$ cat src/rtl/keypad_pkg.sv
// Shared types and constants for the matrix keypad scanner.
package keypad_pkg;

    localparam int unsigned ROWS = 4;
    localparam int unsigned COLS = 4;

    // Debounce FSM states
    typedef enum logic [1:0] {
        StIdle,
        StDebPress,
        StPressed,
        StDebRelease
    } state_e;

    // Frame result encoding: {valid, code}; valid=0 means no single key
    localparam logic [4:0] NO_KEY = 5'b0_0000;

    // Key code from row and column index
    function automatic logic [3:0] key_code(input logic [1:0] row, input logic [1:0] col);
        return {row, col};
    endfunction

endpackage

$ cat src/rtl/keypad_scanner_sync2.sv
// Two-flop synchronizer for asynchronous multi-bit level inputs (keypad columns, buttons).
module sync2 #(
    parameter int unsigned       Width    = 4,
    parameter logic [Width-1:0]  ResetVal = '0
) (
    input  logic             clk_i,
    input  logic             rst_i,
    input  logic [Width-1:0] d_i,
    output logic [Width-1:0] q_o
);

    logic [Width-1:0] meta_q;
    logic [Width-1:0] sync_q;

    // Two-stage capture to settle metastability
    always_ff @(posedge clk_i or posedge rst_i) begin
        if (rst_i) begin
            meta_q <= ResetVal;
            sync_q <= ResetVal;
        end else begin
            meta_q <= d_i;
            sync_q <= meta_q;
        end
    end

    assign q_o = sync_q;

endmodule

$ cat src/rtl/keypad_scanner.sv
// 4x4 matrix keypad scanner: rotates an active-low row drive, accumulates one frame of
// column samples, and debounces single-key frames into one key_valid pulse per press.
module keypad_scanner
    import keypad_pkg::*;
#(
    parameter int unsigned SCAN_DIV       = 50000,
    parameter int unsigned DEBOUNCE_SCANS = 4
) (
    input  logic       clk_i,
    input  logic       rst_i,
    output logic [3:0] row_o,
    input  logic [3:0] col_i,
    output logic [3:0] key_code_o,
    output logic       key_valid_o,
    output logic       key_held_o
);

    localparam int unsigned    DivW      = $clog2(SCAN_DIV);
    localparam int unsigned    CntW      = $clog2(DEBOUNCE_SCANS + 1);
    localparam logic [DivW-1:0] DivLast  = DivW'(SCAN_DIV - 1);
    localparam logic [CntW-1:0] CntTarget = CntW'(DEBOUNCE_SCANS);
    localparam logic [CntW-1:0] CntOne   = CntW'(1);
    localparam bit             OneScan   = (DEBOUNCE_SCANS == 1);

    logic [3:0]      col_sync;
    logic [DivW-1:0] div_q, div_d;
    logic [1:0]      row_q, row_d;
    // Low bits seen so far this frame: 0, 1, or 2 meaning "two or more"
    logic [1:0]      acc_n_q, acc_n_d;
    logic [3:0]      acc_code_q, acc_code_d;
    logic [1:0]      row_n;
    logic [1:0]      row_col;
    logic [1:0]      merged_n;
    logic [3:0]      merged_code;
    logic [4:0]      frame_res;
    logic            row_sample;
    logic            frame_end;

    state_e          state_q, state_d;
    logic [3:0]      cand_q, cand_d;
    logic [CntW-1:0] cnt_q, cnt_d;
    logic [CntW-1:0] cnt_inc;
    logic [3:0]      key_code_q, key_code_d;
    logic            key_valid_q, key_valid_d;

    sync2 #(
        .Width    (4),
        .ResetVal (4'hF)
    ) u_col_sync (
        .clk_i (clk_i),
        .rst_i (rst_i),
        .d_i   (col_i),
        .q_o   (col_sync)
    );

    assign row_sample = (div_q == DivLast);
    assign frame_end  = row_sample && (row_q == 2'd3);

    // Scan divider and row rotation
    always_comb begin
        div_d = div_q + DivW'(1);
        row_d = row_q;
        if (row_sample) begin
            div_d = '0;
            row_d = row_q + 2'd1;
        end
    end

    // Merge the current row's column sample into the frame accumulator
    always_comb begin
        row_n   = 2'd0;
        row_col = 2'd0;
        for (int i = 0; i < COLS; i++) begin
            if (!col_sync[i]) begin
                if (row_n == 2'd0) row_col = 2'(i);
                if (row_n != 2'd2) row_n = row_n + 2'd1;
            end
        end

        merged_n    = acc_n_q;
        merged_code = acc_code_q;
        if (row_n != 2'd0) begin
            if (acc_n_q == 2'd0 && row_n == 2'd1) begin
                merged_n    = 2'd1;
                merged_code = key_code(row_q, row_col);
            end else begin
                merged_n = 2'd2;
            end
        end
        frame_res = (merged_n == 2'd1) ? {1'b1, merged_code} : NO_KEY;

        acc_n_d    = acc_n_q;
        acc_code_d = acc_code_q;
        if (frame_end) begin
            acc_n_d    = 2'd0;
            acc_code_d = 4'd0;
        end else if (row_sample) begin
            acc_n_d    = merged_n;
            acc_code_d = merged_code;
        end
    end

    // Debounce FSM, stepped once per frame
    always_comb begin
        state_d     = state_q;
        cand_d      = cand_q;
        cnt_d       = cnt_q;
        key_code_d  = key_code_q;
        key_valid_d = 1'b0;
        cnt_inc     = (cnt_q == CntTarget) ? cnt_q : cnt_q + CntOne;

        if (frame_end) begin
            unique case (state_q)
                StIdle: begin
                    if (frame_res[4]) begin
                        cand_d = frame_res[3:0];
                        if (OneScan) begin
                            state_d     = StPressed;
                            key_code_d  = frame_res[3:0];
                            key_valid_d = 1'b1;
                            cnt_d       = '0;
                        end else begin
                            state_d = StDebPress;
                            cnt_d   = CntOne;
                        end
                    end
                end
                StDebPress: begin
                    if (frame_res == {1'b1, cand_q}) begin
                        cnt_d = cnt_inc;
                        if (cnt_inc == CntTarget) begin
                            state_d     = StPressed;
                            key_code_d  = cand_q;
                            key_valid_d = 1'b1;
                            cnt_d       = '0;
                        end
                    end else if (frame_res[4]) begin
                        cand_d = frame_res[3:0];
                        cnt_d  = CntOne;
                    end else begin
                        state_d = StIdle;
                        cnt_d   = '0;
                    end
                end
                StPressed: begin
                    if (frame_res != {1'b1, cand_q}) begin
                        if (OneScan) begin
                            state_d = StIdle;
                            cnt_d   = '0;
                        end else begin
                            state_d = StDebRelease;
                            cnt_d   = CntOne;
                        end
                    end
                end
                StDebRelease: begin
                    if (frame_res == {1'b1, cand_q}) begin
                        state_d = StPressed;
                        cnt_d   = '0;
                    end else begin
                        cnt_d = cnt_inc;
                        if (cnt_inc == CntTarget) begin
                            state_d = StIdle;
                            cnt_d   = '0;
                        end
                    end
                end
                default: begin
                    state_d = StIdle;
                    cnt_d   = '0;
                end
            endcase
        end
    end

    // State registers
    always_ff @(posedge clk_i or posedge rst_i) begin
        if (rst_i) begin
            div_q       <= '0;
            row_q       <= 2'd0;
            acc_n_q     <= 2'd0;
            acc_code_q  <= 4'd0;
            state_q     <= StIdle;
            cand_q      <= 4'd0;
            cnt_q       <= '0;
            key_code_q  <= 4'd0;
            key_valid_q <= 1'b0;
        end else begin
            div_q       <= div_d;
            row_q       <= row_d;
            acc_n_q     <= acc_n_d;
            acc_code_q  <= acc_code_d;
            state_q     <= state_d;
            cand_q      <= cand_d;
            cnt_q       <= cnt_d;
            key_code_q  <= key_code_d;
            key_valid_q <= key_valid_d;
        end
    end

    assign row_o       = ~(ROWS'(1) << row_q);
    assign key_code_o  = key_code_q;
    assign key_valid_o = key_valid_q;
    assign key_held_o  = (state_q == StPressed) || (state_q == StDebRelease);

endmodule
$ cat config.mk
export PLATFORM = sky130hd
export DESIGN_NAME = keypad_scanner
export DESIGN_NICKNAME = d
export VERILOG_FILES = /design/src/rtl/keypad_pkg.sv /design/src/rtl/keypad_scanner_sync2.sv /design/src/rtl/keypad_scanner.sv
export SDC_FILE = /design/constraint.sdc
export NUM_CORES = 1
export LEC_CHECK = 0
export CAP_MARGIN = 20
export CORE_MARGIN = 2
export CORE_UTILIZATION = 25
export DETAILED_ROUTE_END_ITERATION = 8
export DONT_BUFFER_PORTS = 1
export GPL_TIMING_DRIVEN = 1
export PLACE_DENSITY = 0.4
export SKIP_CTS_REPAIR_TIMING = 1
export SKIP_LAST_GASP = 1
export SLEW_MARGIN = 40
export SYNTH_ARGS = -nofsm -noshare
export SYNTH_HDL_FRONTEND = slang
export SYNTH_SLANG_ARGS = --single-unit
$ cat constraint.sdc
create_clock -name clk_i -period 5 [get_ports clk_i]
set_input_delay 0.5 -clock clk_i [delete_from_list [all_inputs] [get_ports clk_i]]
set_output_delay 0.5 -clock clk_i [all_outputs]
set_load 0.01 [all_outputs]
# ---- Word-level counts from Yosys, hierarchy flattened
# Index checks and enable logic that the tools add are counted.
dict set report word_totals {
  word_cells 100
  output_inout_bits 10
  inputBits 6
  regBits 46
}
dict set report classes {
  eq_ne 20
  reduce_logical 15
  muxes 46
  n_bitwise 1
  shifts 1
  n_addsub 6
}
# op count
set ops {}
lappend ops {{$mux W2} 21}
lappend ops {{$mux W4} 6}
lappend ops {{$mux W3} 6}
lappend ops {{$add A16 B1 Y16 const B} 1}
lappend ops {{$eq A16 B16 Y1 const B} 1}
lappend ops {{$mux W16} 1}
lappend ops {{$ne A2 B2 Y1 const B} 6}
lappend ops {{$pmux W3 S4} 1}
lappend ops {{$logic_not A2 Y1} 5}
lappend ops {{$ne A3 B3 Y1 const B} 3}
lappend ops {{$add A2 B1 Y2 const B} 4}
lappend ops {{$mux W1} 8}
lappend ops {{$pmux W2 S4} 1}
lappend ops {{$pmux W4 S2} 1}
lappend ops {{$eq A2 B1 Y1 const B} 3}
lappend ops {{$eq A2 B2 Y1 const B} 3}
lappend ops {{$eq A3 B3 Y1 const B} 2}
lappend ops {{$reduce_and A3 Y1} 2}
lappend ops {{$reduce_and A6 Y1} 1}
lappend ops {{$reduce_bool A2 Y1} 3}
lappend ops {{$eq A5 B5 Y1} 1}
lappend ops {{$mux W5} 1}
lappend ops {{$ne A5 B5 Y1} 1}
lappend ops {{$not A4 Y4} 1}
lappend ops {{other kinds (5)} 6}

# ---- Logic depth before layout (Yosys ltp)
dict set report depth {
  ltp_word 20
  mapped_depth 14
  depth_no_buf 13
}

# ---- By module
# Synthesis repeated with hierarchy kept, for this count alone.
dict set report hier_totals {
  hier_cells 263
  area_unflattened_um2 2635.0
}
# module n_inst seq_area_each_um2 area_per_inst_um2 cells_per_inst
set by_module_without_submodules {}
lappend by_module_without_submodules {keypad_scanner 1 950.9 2421.1 254}
lappend by_module_without_submodules {sync2 1 210.2 214.0 9}

# ---- Least setup slack after synthesis
# No wires, ideal clock.
dict set report synth_timing {
  path_type {register to register}
  startpoint {reg u_col_sync.sync_q[0] (netlist: u_col_sync.q_o[0])}
  endpoint {reg cand_q[0]}
  setup_slack_ps 1255
  arrival_time_ps 3620
  required_time_ps 4875
  stages_incl_launch_ff 14
  path_buffers 1
  setup_time_ps 125
  path_cell_list {dfstp_2 -> inv_1 -> ha_1 -> mux2i_2 -> ha_1 -> nor2b_1 -> a311o_1 -> a31oi_1 -> xnor2_1 -> nand2_1 -> or4_4 -> buf_6 -> o21ba_4 -> mux2_4}
}
dict set report synth_between {
  elab_chain_cells 19
  elab_cells_between_ends 37
  classes_between {3 x add/sub; 7 x eq/ne; 21 x mux; 6 x reduce/logical}
}
# item line_no
set synth_rtl {}
lappend synth_rtl {{from (decl)} keypad_scanner_sync2.sv:13} ;# logic [Width-1:0] sync_q;
lappend synth_rtl {{from (signal assigned)} keypad_scanner_sync2.sv:19} ;# sync_q <= ResetVal;
lappend synth_rtl {{from (signal assigned)} keypad_scanner_sync2.sv:22} ;# sync_q <= meta_q;
lappend synth_rtl {{$mux W1 (*)} keypad_scanner.sv:74} ;# if (!col_sync[i]) begin
lappend synth_rtl {{$add A2 B1 Y2 or $ne A2 B2 Y1 (tied branches)} keypad_scanner.sv:76} ;# if (row_n != 2'd2) row_n = row_n + 2'd1;
lappend synth_rtl {{$mux W2} keypad_scanner.sv:76}
lappend synth_rtl {{$mux W2} keypad_scanner.sv:74}
lappend synth_rtl {{$add A2 B1 Y2 or $ne A2 B2 Y1 (tied branches)} keypad_scanner.sv:76}
lappend synth_rtl {{$mux W2} keypad_scanner.sv:76}
lappend synth_rtl {{$mux W2} keypad_scanner.sv:74}
lappend synth_rtl {{$add A2 B1 Y2 or $ne A2 B2 Y1 (tied branches)} keypad_scanner.sv:76}
lappend synth_rtl {{[... 3 more ...]} n/a}
lappend synth_rtl {{$logic_and A1 B1 Y1} keypad_scanner.sv:83} ;# if (acc_n_q == 2'd0 && row_n == 2'd1) begin
lappend synth_rtl {{$mux W2} keypad_scanner.sv:83}
lappend synth_rtl {{$mux W2} keypad_scanner.sv:82} ;# if (row_n != 2'd0) begin
lappend synth_rtl {{$eq A2 B1 Y1} keypad_scanner.sv:90} ;# frame_res = (merged_n == 2'd1) ? {1'b1, merged_code} : NO_KEY;
lappend synth_rtl {{$mux W5 (*)} keypad_scanner.sv:90}
lappend synth_rtl {{$eq A5 B5 Y1 or $mux W4 (tied branches)} {keypad_scanner.sv:129, keypad_scanner.sv:115, keypad_scanner.sv:137}}
lappend synth_rtl {{$ne A2 B2 Y1 (no source line) or $mux W4 (tied branches)} n/a}
lappend synth_rtl {{$reduce_and A3 Y1 (no source line) or $pmux W4 S2 (tied branches)} n/a}
lappend synth_rtl {{to (signal assigned)} keypad_scanner.sv:194} ;# cand_q <= cand_d;
lappend synth_rtl {{to (decl)} keypad_scanner.sv:40} ;# logic [3:0] cand_q, cand_d;
# Every way passes the cells marked *; elsewhere a longest branch is shown, timed or not. The select of a mux whose other input is x is not followed.
# A chain may end at the register's enable or synchronous reset.

# ---- Final worst setup path
dict set report layout_timing {
  startpoint {reg u_col_sync.sync_q[0] (netlist: u_col_sync.q_o[0])}
  endpoint {reg cand_q[1]}
}
# Same word-level chain as after synthesis.

==> impl_results.md <==
* Register area at approximately 1200 um2
* Setup Skew at between 15 and 20 ps
* Worst skew pair latency at about 300 ps
* Routed via count at about 1700
* Outcome: completed
* Peak VDD IR at 0.106 mV
* First-pass iteration count of the detailed router at 4
* Worst min-delay path class: in2async
* Endpoints failing hold at 0
* Post-synth EDFFs at 0
* Static Leak at 1.17 nW
* Post-synthesis async set-or-reset flop share at 1.00
* WP depth at 12
* Worst setup path startpoint: u_col_sync.q_o[0]
* WP buf/inv at 1
* Reg clk slew, reported paths at roughly 100 ps
* Clk sinks at 46
* Antenna Nets Post-Route at 0
* Post-Syn Area at around 2500 um2
* Post-Syn Nets at ~260
* R2R Setup Slk at between 1000 and 1500 ps
* Period Utilization, post-route at 0.787
* Synth top area share at 0.376
* Num CTS Buffers at 5
* CTS tree: yes
* Fin nets at 264
* Largest area contributor in the synthesized netlist: dfrtp_1
* Area Growth Syn to Fin at 8.87%
* Most frequent cells in the layout: dfrtp_1 (38), nand2_1 (22), nor2_1 (19)
* Worst reg2reg path depth at 12
* Diode count at 0
* Die Ht at roughly 100 um
* Max Freq at ~250 MHz
* First-pass GRT wire length at around 8.8 mm
* Row cnt at 36
* Antenna violations before repair at 0
* Slew Limit Fails at 0
* End of the critical path: cand_q[1]
* Max-cap violation count at 0
* H-tree levels at 2
* Starting density of the core at 0.258
* Starting DRT DRC Count at 27
* CP Capture Type: flop
* R2R Path Start: u_col_sync.q_o[0]
* Grt ovf at 0
* Cells after Synth at roughly 250
* Max Fanout on Critical Path at 8
* CP max stage delay at 590 ps
* DP HPWL at 3.63 mm
* Min Clock Period, post-route at around 3900 ps
* CP cell instances: inv_1 > ha_1 > mux2i_2 > ha_1 > nor2b_1 > a311o_1 > a31oi_1 > xnor2_1 > nand2_1 > or4_4 > o21ba_4 > mux2_4
* Share of cells above drive strength 1 at 0.154
* Via count of the first global-routing pass at between 1500 and 2000
* RSZ-0062 raised after global routing: false
* Clk buf depth at 2
* Worst rel slew slack at 0.464
* Power Dens Cells at approximately 240 nW/um2
* Worst Max-Slew Pin Slew at 793 ps
* Final setup fails at 0
* # port buffers at 0
* Fill cells at between 1000 and 1500
* Area contributors post-synth: dfrtp_1 (38%), dfstp_2 (8.3%), ha_1 (6.4%), xnor2_1 (3.8%), nand2_1 (3.3%)
* Core Box Area at 9770 um2
* Unique masters post-synth at 55
* Commonest non-fill, non-tap cell in the layout: dfrtp_1
* CP most frequent cell: ha_1
* Critical path class: reg2reg
* Clk root buf: clkbuf_8
* GRT Total Usage at 0.100
* Ports at 16
* FF-to-FF End: cand_q[1]
* Slowest-stage cell, CP: or4_4
* Vias per cell at about 4.5
* Die W at roughly 100 um
* Total power draw at about 0.00067 W
* Post-synthesis sequential element count at 46
* Die footprint at about 11000 um2
* Top_reg_cell synth: dfrtp_1
* Final wirelength at roughly 5.1 mm
* Total negative slack at 0 ps
* Largest net degree at the start of global routing at 47
* Multi-input logic area at ~1300 um2
* Final core occ at 0.281
* Syn_area_per_cell at ~10 um2
* Drt drc at 0
* Ys Warns at 0
* Post-synthesis sequential area ratio at 0.460
* Worst path arrival time at roughly 4100 ps
* CP delay by family, top: simple AND/OR/NAND/NOR gates
* Critical path launch point type: flop
* Post-detailed-route wirelength per cell at roughly 13 um
* Worst Path Required at 5200 ps
* GP Congestion at around 0.77
[logic make-up after synthesis]
group | after synthesis | share of synthesized area
xor gates and xnor gates | 20 | 0.0693
DFF | 46 | 0.460
adders and majority gates | 13 | 0.0644
muxes | 9 | 0.0456
AOI/OAI and AO/OA | 50 | 0.154
and+or+nand+nor | 84 | 0.169
buffers and inverters | 23 | 0.0376
[synth_stat cells, drive strengths merged, types with 4 or more instances]
master and n:
a22oi 4, dfstp 8, xnor2 11, inv 15, nand3 9, nor2 19, nand2 22, mux2 8
and3 6, nor2b 4, a31oi 4, nor3 7, o21ai 12, ha 13, dfrtp 38, clkbuf 5
a21oi 5, xor2 9
[power by group]
group | total [W] | leakage [nW] | switching (W) | internal, W
clock network | 0.000233 | 0.0441 | 0.000135 | 0.0000985
registers | 0.000381 | 0.601 | 0.00000359 | 0.000378
logic | 0.0000517 | 0.524 | 0.0000340 | 0.0000177
total | 0.000666 | 1.17 | 0.000172 | 0.000494
[area by class of cell]
class	instances	area share
Multi-Input combinational cell	176	0.462
Sequential cell	46	0.422
Tap cell	133	0.0605
Clock buffer	5	0.0250
Inverter	16	0.0227
Clock inverter	3	0.00773
[through the flow]
step,setup slack [ps],hold slack [ps],cells,instance area (um2)
after detailed placement,1040,350,371,2660
final,1070,125,379,2750
after global placement,1060,346,371,2660
after global routing,770,162,379,2750
after CTS,1050,148,379,2750
after floorplan,1260,345,245,2530
[layer usage]
layer	routed length, um	vias up	GRT usage
li1	-	855	-
met1	2440	848	0.126
met2	2500	9	0.169
met3	93	2	0.0232
met4	40	0	0.0309
met5	0	-	0
[worst min path at each step]
| stage | from | to | slack [ps] | cells after the start |
|---|---|---|---|---|
| 2_1_floorplan | u_col_sync.meta_q[0] | u_col_sync.q_o[0] | 350 | 0 |
| 3_3_place_gp | u_col_sync.meta_q[1] | u_col_sync.q_o[1] | 350 | 0 |
| 3_5_place_dp | u_col_sync.meta_q[0] | u_col_sync.q_o[0] | 350 | 0 |
| 4_1_cts | rst_i | div_q[13] | 150 | 1 |
| 5_1_grt | col_i[1] | u_col_sync.meta_q[1] | 160 | 0 |
| 6_report | rst_i | key_code_o[3] | 130 | 1 |
[flip-flops by register name (all words and copies together) (netlist names), named ones only]
signal             cells
u_col_sync.meta_q      4
row_q                  2
key_code_o             4
cnt_q                  3
cand_q                 4
key_valid_o            1
div_q                 16
acc_n_q                2
state_q                1
acc_code_q             4
u_col_sync.q_o         4
Note: power is estimated with default switching activity, not from simulation.
